`src/rtl/object_reporter_if.sv`:
```
// Record stream from object_reporter to the overlay/output stage.
// valid/ready: a record transfers on a clock edge where out_valid && out_ready; the master holds out_* stable while out_valid && !out_ready.
interface object_reporter_if #(
  parameter int WORD_SIZE = 8,
  parameter int OBJ_WIDTH = 12,
  parameter int LOC_SIZE  = 10
);
  logic                 out_valid;
  logic                 out_ready;
  logic [WORD_SIZE-1:0] out_id;
  logic [LOC_SIZE-1:0]  out_x;
  logic [LOC_SIZE-1:0]  out_y;
  logic [OBJ_WIDTH-1:0] out_area;

  modport master (
    output out_valid, out_id, out_x, out_y, out_area,
    input  out_ready
  );

  modport slave (
    input  out_valid, out_id, out_x, out_y, out_area,
    output out_ready
  );
endinterface

```
`src/rtl/object_reporter.sv`:
```
// Sweeps finished labels through the labeler's second data-table read port and
// emits one centroid record per surviving object on a valid/ready stream.
module object_reporter #(
  parameter int WORD_SIZE = 8,
  parameter int OBJ_WIDTH = 12,
  parameter int LOC_SIZE  = 10,
  parameter int RD_LAT    = 1,
  parameter int MIN_AREA  = 1,
  parameter int MAX_OBJS  = 64
) (
  input  logic                 clk,
  input  logic                 reset,
  input  logic                 frame_done,
  input  logic [WORD_SIZE-1:0] num_labels,
  output logic [WORD_SIZE-1:0] obj_id,
  input  logic [OBJ_WIDTH-1:0] obj_area,
  input  logic [LOC_SIZE-1:0]  obj_x,
  input  logic [LOC_SIZE-1:0]  obj_y,
  object_reporter_if.master    rec,
  output logic                 busy,
  output logic                 done,
  output logic [WORD_SIZE-1:0] obj_count,
  output logic                 overrun,
  output logic [1:0]           o_dbg_state
);

  typedef enum logic [1:0] {
    S_IDLE   = 2'd0,
    S_FETCH  = 2'd1,
    S_EMIT   = 2'd2,
    S_FINISH = 2'd3
  } state_t;

  localparam logic [WORD_SIZE-1:0] ID_ONE   = 1;
  localparam logic [1:0]           LAT_INIT = 2'(RD_LAT);
  localparam logic [OBJ_WIDTH-1:0] MIN_A    = OBJ_WIDTH'(MIN_AREA);
  localparam logic [WORD_SIZE:0]   MAX_C    = (WORD_SIZE + 1)'(MAX_OBJS);

  state_t               r_state;
  logic [WORD_SIZE-1:0] r_last;
  logic [WORD_SIZE-1:0] r_obj_id;
  logic [1:0]           r_wait;
  logic                 r_out_valid;
  logic [WORD_SIZE-1:0] r_out_id;
  logic [LOC_SIZE-1:0]  r_out_x;
  logic [LOC_SIZE-1:0]  r_out_y;
  logic [OBJ_WIDTH-1:0] r_out_area;
  logic [WORD_SIZE-1:0] r_obj_count;
  logic                 r_busy;
  logic                 r_done;
  logic                 r_overrun;

  state_t               w_next;
  logic [WORD_SIZE-1:0] w_id_next;
  logic [1:0]           w_wait_next;
  logic                 w_start;
  logic                 w_sample;
  logic                 w_hs;
  logic                 w_empty;
  logic                 w_qualify;
  logic                 w_at_last;
  logic [WORD_SIZE-1:0] w_last_in;

  // num_labels of 0 is treated like 1 (no objects) so `last` can never wrap.
  assign w_empty   = (num_labels <= ID_ONE);
  assign w_last_in = w_empty ? '0 : (num_labels - ID_ONE);
  assign w_qualify = (obj_area >= MIN_A) && ({1'b0, r_obj_count} < MAX_C);
  assign w_at_last = (r_obj_id == r_last);

  always_comb begin
    w_next      = r_state;
    w_id_next   = r_obj_id;
    w_wait_next = r_wait;
    w_start     = 1'b0;
    w_sample    = 1'b0;
    w_hs        = 1'b0;
    case (r_state)
      S_IDLE: begin
        w_id_next = '0;
        if (frame_done) begin
          w_start = 1'b1;
          if (w_empty) begin
            w_next = S_FINISH;
          end else begin
            w_next      = S_FETCH;
            w_id_next   = ID_ONE;
            w_wait_next = LAT_INIT;
          end
        end
      end
      S_FETCH: begin
        if (r_wait != 2'd0) begin
          w_wait_next = r_wait - 2'd1;
        end else begin
          // Final FETCH cycle: table data for r_obj_id is valid now.
          w_sample = 1'b1;
          if (w_qualify) begin
            w_next = S_EMIT;
          end else if (w_at_last) begin
            w_next = S_FINISH;
          end else begin
            w_id_next   = r_obj_id + ID_ONE;
            w_wait_next = LAT_INIT;
          end
        end
      end
      S_EMIT: begin
        if (rec.out_ready) begin
          w_hs = 1'b1;
          if (w_at_last) begin
            w_next = S_FINISH;
          end else begin
            w_next      = S_FETCH;
            w_id_next   = r_obj_id + ID_ONE;
            w_wait_next = LAT_INIT;
          end
        end
      end
      S_FINISH: begin
        w_next    = S_IDLE;
        w_id_next = '0;
      end
      default: begin
        w_next    = S_IDLE;
        w_id_next = '0;
      end
    endcase
  end

  always_ff @(posedge clk) begin
    if (reset) begin
      r_state     <= S_IDLE;
      r_last      <= '0;
      r_obj_id    <= '0;
      r_wait      <= '0;
      r_out_valid <= 1'b0;
      r_out_id    <= '0;
      r_out_x     <= '0;
      r_out_y     <= '0;
      r_out_area  <= '0;
      r_obj_count <= '0;
      r_busy      <= 1'b0;
      r_done      <= 1'b0;
      r_overrun   <= 1'b0;
    end else begin
      r_state     <= w_next;
      r_obj_id    <= w_id_next;
      r_wait      <= w_wait_next;
      r_out_valid <= (w_next == S_EMIT);
      r_busy      <= (w_next != S_IDLE);
      r_done      <= (w_next == S_FINISH);
      if (w_start) begin
        r_last      <= w_last_in;
        r_obj_count <= '0;
      end else if (w_hs) begin
        r_obj_count <= r_obj_count + ID_ONE;
      end
      if (w_sample) begin
        r_out_id   <= r_obj_id;
        r_out_x    <= obj_x;
        r_out_y    <= obj_y;
        r_out_area <= obj_area;
      end
      if (frame_done && r_busy) begin
        r_overrun <= 1'b1;
      end
    end
  end

  assign obj_id        = r_obj_id;
  assign rec.out_valid = r_out_valid;
  assign rec.out_id    = r_out_id;
  assign rec.out_x     = r_out_x;
  assign rec.out_y     = r_out_y;
  assign rec.out_area  = r_out_area;
  assign busy          = r_busy;
  assign done          = r_done;
  assign obj_count     = r_obj_count;
  assign overrun       = r_overrun;
  assign o_dbg_state   = r_state;

endmodule

```
`src/flat_wrapper.sv`:
```
// flat-port wrapper written by rule: the top's interface ports become plain ports
module object_reporter_flat 
#(
  parameter int WORD_SIZE = 8,
  parameter int OBJ_WIDTH = 12,
  parameter int LOC_SIZE  = 10,
  parameter int RD_LAT    = 1,
  parameter int MIN_AREA  = 1,
  parameter int MAX_OBJS  = 64
)
  (clk, reset, frame_done, num_labels, obj_id, obj_area, obj_x, obj_y, busy, done, obj_count, overrun, o_dbg_state, rec_out_valid, rec_out_id, rec_out_x, rec_out_y, rec_out_area, rec_out_ready);
  object_reporter_if #(.WORD_SIZE(WORD_SIZE), .OBJ_WIDTH(OBJ_WIDTH), .LOC_SIZE(LOC_SIZE)) rec_i ();
  input  logic clk;
  input  logic reset;
  input  logic frame_done;
  input  logic [WORD_SIZE-1:0] num_labels;
  output logic [WORD_SIZE-1:0] obj_id;
  input  logic [OBJ_WIDTH-1:0] obj_area;
  input  logic [LOC_SIZE-1:0] obj_x;
  input  logic [LOC_SIZE-1:0] obj_y;
  output logic busy;
  output logic done;
  output logic [WORD_SIZE-1:0] obj_count;
  output logic overrun;
  output logic [1:0] o_dbg_state;
  output wire logic [$bits(rec_i.out_valid)-1:0] rec_out_valid;
  output wire logic [$bits(rec_i.out_id)-1:0] rec_out_id;
  output wire logic [$bits(rec_i.out_x)-1:0] rec_out_x;
  output wire logic [$bits(rec_i.out_y)-1:0] rec_out_y;
  output wire logic [$bits(rec_i.out_area)-1:0] rec_out_area;
  input wire logic [$bits(rec_i.out_ready)-1:0] rec_out_ready;
  assign rec_out_valid = rec_i.out_valid;
  assign rec_out_id = rec_i.out_id;
  assign rec_out_x = rec_i.out_x;
  assign rec_out_y = rec_i.out_y;
  assign rec_out_area = rec_i.out_area;
  assign rec_i.out_ready = rec_out_ready;
  object_reporter #(.WORD_SIZE(WORD_SIZE), .OBJ_WIDTH(OBJ_WIDTH), .LOC_SIZE(LOC_SIZE), .RD_LAT(RD_LAT), .MIN_AREA(MIN_AREA), .MAX_OBJS(MAX_OBJS)) u_core (.clk(clk), .reset(reset), .frame_done(frame_done), .num_labels(num_labels), .obj_id(obj_id), .obj_area(obj_area), .obj_x(obj_x), .obj_y(obj_y), .rec(rec_i), .busy(busy), .done(done), .obj_count(obj_count), .overrun(overrun), .o_dbg_state(o_dbg_state));
endmodule
```
`config.mk`:
```
export PLATFORM = sky130hd
export DESIGN_NAME = object_reporter_flat
export DESIGN_NICKNAME = d
export VERILOG_FILES = /design/src/rtl/object_reporter_if.sv /design/src/rtl/object_reporter.sv /design/src/flat_wrapper.sv
export SDC_FILE = /design/constraint.sdc
export NUM_CORES = 1
export LEC_CHECK = 0
export CORE_ASPECT_RATIO = 0.75
export CORE_UTILIZATION = 30
export DETAILED_ROUTE_END_ITERATION = 16
export PLACE_DENSITY = 0.6
export SLEW_MARGIN = 30
export SYNTH_ARGS = -nofsm -noshare
export SYNTH_HDL_FRONTEND = slang
export SYNTH_SLANG_ARGS = --single-unit
```
`constraint.sdc`:
```
create_clock -name clk -period 2.65 [get_ports clk]
set_clock_uncertainty 0.1 [all_clocks]
set_input_delay 0.53 -clock clk [delete_from_list [all_inputs] [get_ports clk]]
set_output_delay 0.53 -clock clk [all_outputs]
set_load 0.02 [all_outputs]
```
==> metrics.cfg <==
[power]
p_clk_share_pct=31.9
power.switching_mw=1.49
leakagePower_nw=1.69
sw_frac_of_total_pct=34.3
combPwrFrac_pct=36.4
ir_worst_vdd_uv=361
powerDensity_nw_per_um2=908
seqPwrFrac_pct=31.7
p_int_mw=2.86

[hold_path]
hp-class=flip-flop to flip-flop

[worst_setup_path]
path_cells=clkdlybuf4s50_1 -> or4_4 -> o311ai_4 -> nand2_4 -> or2_0 -> o221a_1
cp_slowest_cell=or4_4
crit_path_max_fanout=6
cp-end-kind=flip-flop
path_class=primary input to flip-flop
critPathRequiredTime_ps=2760
cp_num_buf_inv=1
cpPeakStageDelay_ps=590
cp_top_family=simple AND/OR/NAND/NOR gates
start_kind=primary input
worst_ep_arrival_time_ps=2610

[placed_design]
portBuffers=105
dp_hpwl_mm=6.21
gp_congestion=0.816

[grt]
grt_max_degree=41
gr-total-overflow=0
track_usage_pct=15.8
grt_pass1_wl_mm=13.9
grt_pass1_vias=2839
antenna_found_initial=0

[finish]
layout_commonest_cell=nand2_1
drive_gt1_share_pct=9.02
syn2layout_area_growth_pct=50.7
final_cell_mix=nand2_1, clkdlybuf4s50_1, dfxtp_1
final_util_pct=46.6
diodes=0
nNetsFinal=556

[cts]
numCtsBuffers=9
cts-hold-fix-buffers=0
htreeDepth=3
cts_root_buf=clkbuf_16
clock_latency_ps=330
cts.repair.resized=0
ctsLongestPathBuffers=2
clk_pin_slew_ps=60
cts_num_sinks=72
cts_setup_buffers=0
cts_tree=yes

[synthesis]
synth.area.top_cells=dfxtp_1, nand2_1, a21oi_1
netlist.area_leader.share_pct=45.3
syn_area_sq_um=3180
yosysWarnings=0
synth_top_cell_by_area=dfxtp_1
synth_edf_count=0
yosysSeqAreaShare_pct=45.3
synth.distinct_cells=50
synth_area_per_cell_sq_um=8.14
syn_nets=442
async_flop_share_pct=0
synth-seq-cells=72
ys.flop_type=dfxtp_1
synthCells=391

[timing]
setup_viol=0
max_clock_freq_ghz=0.400
slew_headroom_pct=54.4
whs_ps=350
min_period_over_period_pct=94.4
tightest_slew_ps=677
hold_viol_final=0
drv_slew=0
rsz0062_at_grt=no
final_period_minus_worst_setup_slack_ps=2500

[route]
vias=3033
drc=0
first_pass_iters=4
vias_per_cell=4.70
drt-initial-drc-count=150
ant_nets=0
wl_per_cell_microns=13.1
wirelength_mm=8.44

[floorplanning]
dieArea_sq_um=11000
fp.coreArea_sq_um=10300
start_util_pct=30.9
die_h_microns=91.2
ios=106
rows=32
die_w_microns=121

[outcome]
status=finished, final reports clean

[flow_run]
cap_violations=0

## power groups by stage
| stage | combinational, mW | clock, mW | sequential [mW] |
|---|---|---|---|
| finish | 1.58 | 1.39 | 1.38 |
| global route | 1.75 | 1.48 | 1.41 |
| CTS | 1.60 | 1.43 | 1.38 |
| detailed placement | 1.58 | 0 | 1.40 |
| global placement | 1.57 | 0 | 1.40 |
| floorplan | 0.824 | 0 | 1.56 |
## through the flow
step / power, mW / setup WS [ps] / TNS, ps / instances / cell area [sq um]
global route: 4.64 / 91.7 / 0 / 646 / 4800
finish: 4.36 / 149 / 0 / 646 / 4800
detailed placement: 2.99 / -153 / -1330 / 630 / 4450
CTS: 4.41 / 166 / 0 / 646 / 4800
floorplan: 2.39 / 356 / 0 / 391 / 3180
global placement: 2.97 / -127 / -1030 / 630 / 4450
## worst reg2reg max path, stage by stage, from the launching register on
cell and delay (ps):
dfxtp_1 420, inv_1 100, ha_1 380, inv_1 80, nor2_1 260, o21ai_0 330
nor3b_1 300, o221a_1 210
## per-layer routing
metal / up-vias / routed length (microns) / global-route usage [%]
li1: 1561 / - / -
met1: 1382 / 4350 / 22.6
met2: 86 / 3570 / 23.3
met3: 4 / 453 / 3.58
met4: 0 / 63 / 4.53
met5: - / 0 / 0
## Yosys cell counts, types with 2 or more instances
| cell | n |
|---|---|
| dfxtp_1 | 72 |
| o21a_1 | 2 |
| nor4_1 | 3 |
| a21oi_1 | 48 |
| and3_1 | 2 |
| nand2b_1 | 3 |
| clkbuf_1 | 16 |
| ha_1 | 7 |
| xnor2_1 | 14 |
| o221a_1 | 5 |
| nand4_1 | 4 |
| a31oi_1 | 2 |
| nor3_1 | 9 |
| o21ai_0 | 19 |
| xor2_1 | 7 |
| inv_1 | 10 |
| nor2_1 | 19 |
| and2_1 | 3 |
| nand3_1 | 7 |
| or4_4 | 3 |
| nand2_1 | 107 |
## final timing paths
kind                          startpoint                endpoint  slack, ps  cells after the start
hold reg to reg   u_core.rec.out_area[0]  u_core.rec.out_area[0]        350                      2
setup reg to reg   u_core.o_dbg_state[1]        u_core.obj_id[4]        410                      7
hold / removal    u_core.rec.out_area[0]  u_core.rec.out_area[0]        350                      2
setup / recovery             obj_area[3]        u_core.obj_id[7]        150                      6
## layout make-up
cell class,count,area [sq um]
tap,136,170
timing repair buffer,122,1170
fill,995,5490
multi-input combinational,290,1630
inverter,10,37.5
clock buffer,11,243
sequential,72,1440
clock inverter,5,104
## registers in the layout (all words and copies together), names as in the netlist
register and cells:
u_core.rec.out_y 10, u_core.busy 1, u_core.obj_count 8, u_core.done 1, u_core.rec.out_id 8, u_core.rec.out_x 10
u_core.o_dbg_state 2, u_core.obj_id 8, u_core.r_last 8, u_core.rec.out_valid 1, u_core.r_wait 2, u_core.overrun 1
u_core.rec.out_area 12
## logic make-up (layout without fill, tap and decap cells)
| logic type | after synthesis | in the layout | share of synthesized area (%) |
|---|---|---|---|
| AOI/OAI and AO/OA | 91 | 91 | 18.5 |
| adders and majority gates | 7 | 7 | 2.75 |
| buffers and inverters | 29 | 148 | 3.58 |
| DFF | 72 | 72 | 45.3 |
| and+or+nand+nor | 171 | 171 | 24.1 |
| xor gates and xnor gates | 21 | 21 | 5.78 |
Power figures use the tool's default switching activity.
==> variant (config.mk and constraints unchanged) <==
Put one more register stage on the output `obj_count`, with the module's reset. The value now appears one clock later. The other outputs are not delayed to match.
--- a/src/rtl/object_reporter.sv
+++ b/src/rtl/object_reporter.sv
@@ -175,7 +175,13 @@
   assign rec.out_area  = r_out_area;
   assign busy          = r_busy;
   assign done          = r_done;
-  assign obj_count     = r_obj_count;
+  always_ff @(posedge clk) begin
+    if (reset) begin
+      obj_count <= '0;
+    end else begin
+      obj_count <= r_obj_count;
+    end
+  end
   assign overrun       = r_overrun;
   assign o_dbg_state   = r_state;
 
Formal check against the unedited RTL: not equivalent (a bounded check fails within 10 cycles, from zero or initial values and one cycle with reset high).
==> variant against the unedited design <==
Via count grew 8.5%. Synthesized area grew 8.7%. Total power grew 2.3%. Setup slack gained 7.9 ps. Final area grew 5.3%. Largest cell class unchanged. Sequential cell count grew 8. Global-route usage grew 0.66 points. Largest power group unchanged. Wire length grew 13%. Synthesized cell count grew 6.6%. Final cell count grew 3.9%. First-iteration DRC count shrank 9.3%.
==> variant: results (changes against the unedited design) <==
P_leak - 1.83 nW (+7.9%)
Peak VDD IR - 360 uV (-0.38%)
CP peak stage delay - 430 ps (-160 ps)
GPL Wtd Cong - 0.836 (+2.5%)
met1 Use GR - 0.209 (-0.0174)
first-pass GRT wire length - 15.3 mm (+10%)
vias in the first global route - 3,083 (+8.6%)
adder-cell share of the synthesized area - 0.0325 (+0.00503)
Compound-Gate Fraction of Synth Area - 0.173 (-0.0123)
uppermost routed layer - met4
DR WL met3 - 656 um (+45%)
M3 GR Usage - 0.0516 (+0.0158)
met2 Use GR - 0.263 (+0.0300)
via density per instance - 4.90 (+4.4%)
worst hold path class - flip-flop to flip-flop
met1 WL - 4.35 mm (about the same)
Mapped Nets - 470 (+6.3%)
cell family with most CP delay - buffers and inverters
layout cells sized above 1 - 0.0829 (-0.00733)
CP max-delay cell - clkdlybuf4s50_1
Detailed Route WL - 9.56 mm (+13%)
largest net degree at the start of global routing - 46 (+12%)
synth unique cells - 47 (-6.0%)
XOR/XNOR share of the synthesized area - 0.0532 (-0.00462)
met2 wire len - 4.46 mm (+25%)
flip-flop count of the largest register after layout - 12 (unchanged)
Top FF cell, synth - dfxtp_1
Post-synth top cells - nand2_1, dfxtp_1, a21oi_1, nor2_1, clkbuf_1
H-tree depth - 3 (unchanged)
CP max FO - 7 (+1)
Seq/Total Area, Yosys - 0.463 (+0.0101)
GRT Total Usage - 0.164 (+0.00663)
Post-DP HPWL - 6.99 mm (+13%)
Post-DP Area - 0.00471 mm^2 (+5.7%)
nets@finish - 579 (+4.1%)
drt first-iter violations - 136 (-9.3%)
Max-slew headroom - 0.436 (-0.108)
top cells by area, synth - dfxtp_1, nand2_1, a21oi_1
Filler cells - 1,043 (+4.8%)
run status - complete, no violations
CP arrival - 2590 ps (-20 ps)
variant: cell types whose count changed in the layout (fill, tap and decap cells not counted), moves of 3 or more:
cell and delta:
a21oi_1 +5, dfxtp_1 +8, and3_1 +4, nand3_1 +3
o21ai_0 -7, nand2_1 -4, nor2b_1 +7, nand4_1 +4
o221a_1 -5, o31ai_1 +3
variant: layout make-up:
cell class | instances | share of cell area
Timing Repair Buffer | 121 | 0.231
Multi-Input combinational cell | 304 | 0.342
Clock buffer | 10 | 0.0453
Clock inverter | 6 | 0.0230
Inverter | 10 | 0.00743
Sequential cell | 80 | 0.317
Tap cell | 140 | 0.0347
variant: worst paths after layout:
check	startpoint	slack [ps]	depth (start not counted)	endpoint
worst max register to register	u_core.o_dbg_state[0]	350	6	u_core.obj_id[4]
worst min-delay path	u_core.rec.out_x[7]	350	2	u_core.rec.out_x[7]
worst min register to register	u_core.rec.out_x[7]	350	2	u_core.rec.out_x[7]
worst max-delay path	obj_area[10]	160	8	u_core.obj_id[4]
variant: power breakdown:
part	total (mW)	leakage, nW	internal [mW]	switching (mW)
sequential	1.49	0.650	1.38	0.110
combinational	1.55	1.01	0.633	0.912
clock	1.42	0.167	0.927	0.498
total	4.46	1.83	2.94	1.52
variant: per-stage QoR:
step / util / std cells / hold slack (ps) / power, mW / setup slack (ps)
3_5_place_dp: 0.425 / 655 / 346 / 3.05 / -130
4_1_cts: 0.456 / 671 / 355 / 4.49 / 188
3_3_place_gp: 0.425 / 655 / 342 / 3.01 / -59.5
5_1_grt: 0.456 / 671 / 370 / 4.72 / 70.8
6_report: 0.456 / 671 / 353 / 4.46 / 156
2_1_floorplan: - / 417 / 346 / 2.44 / 555
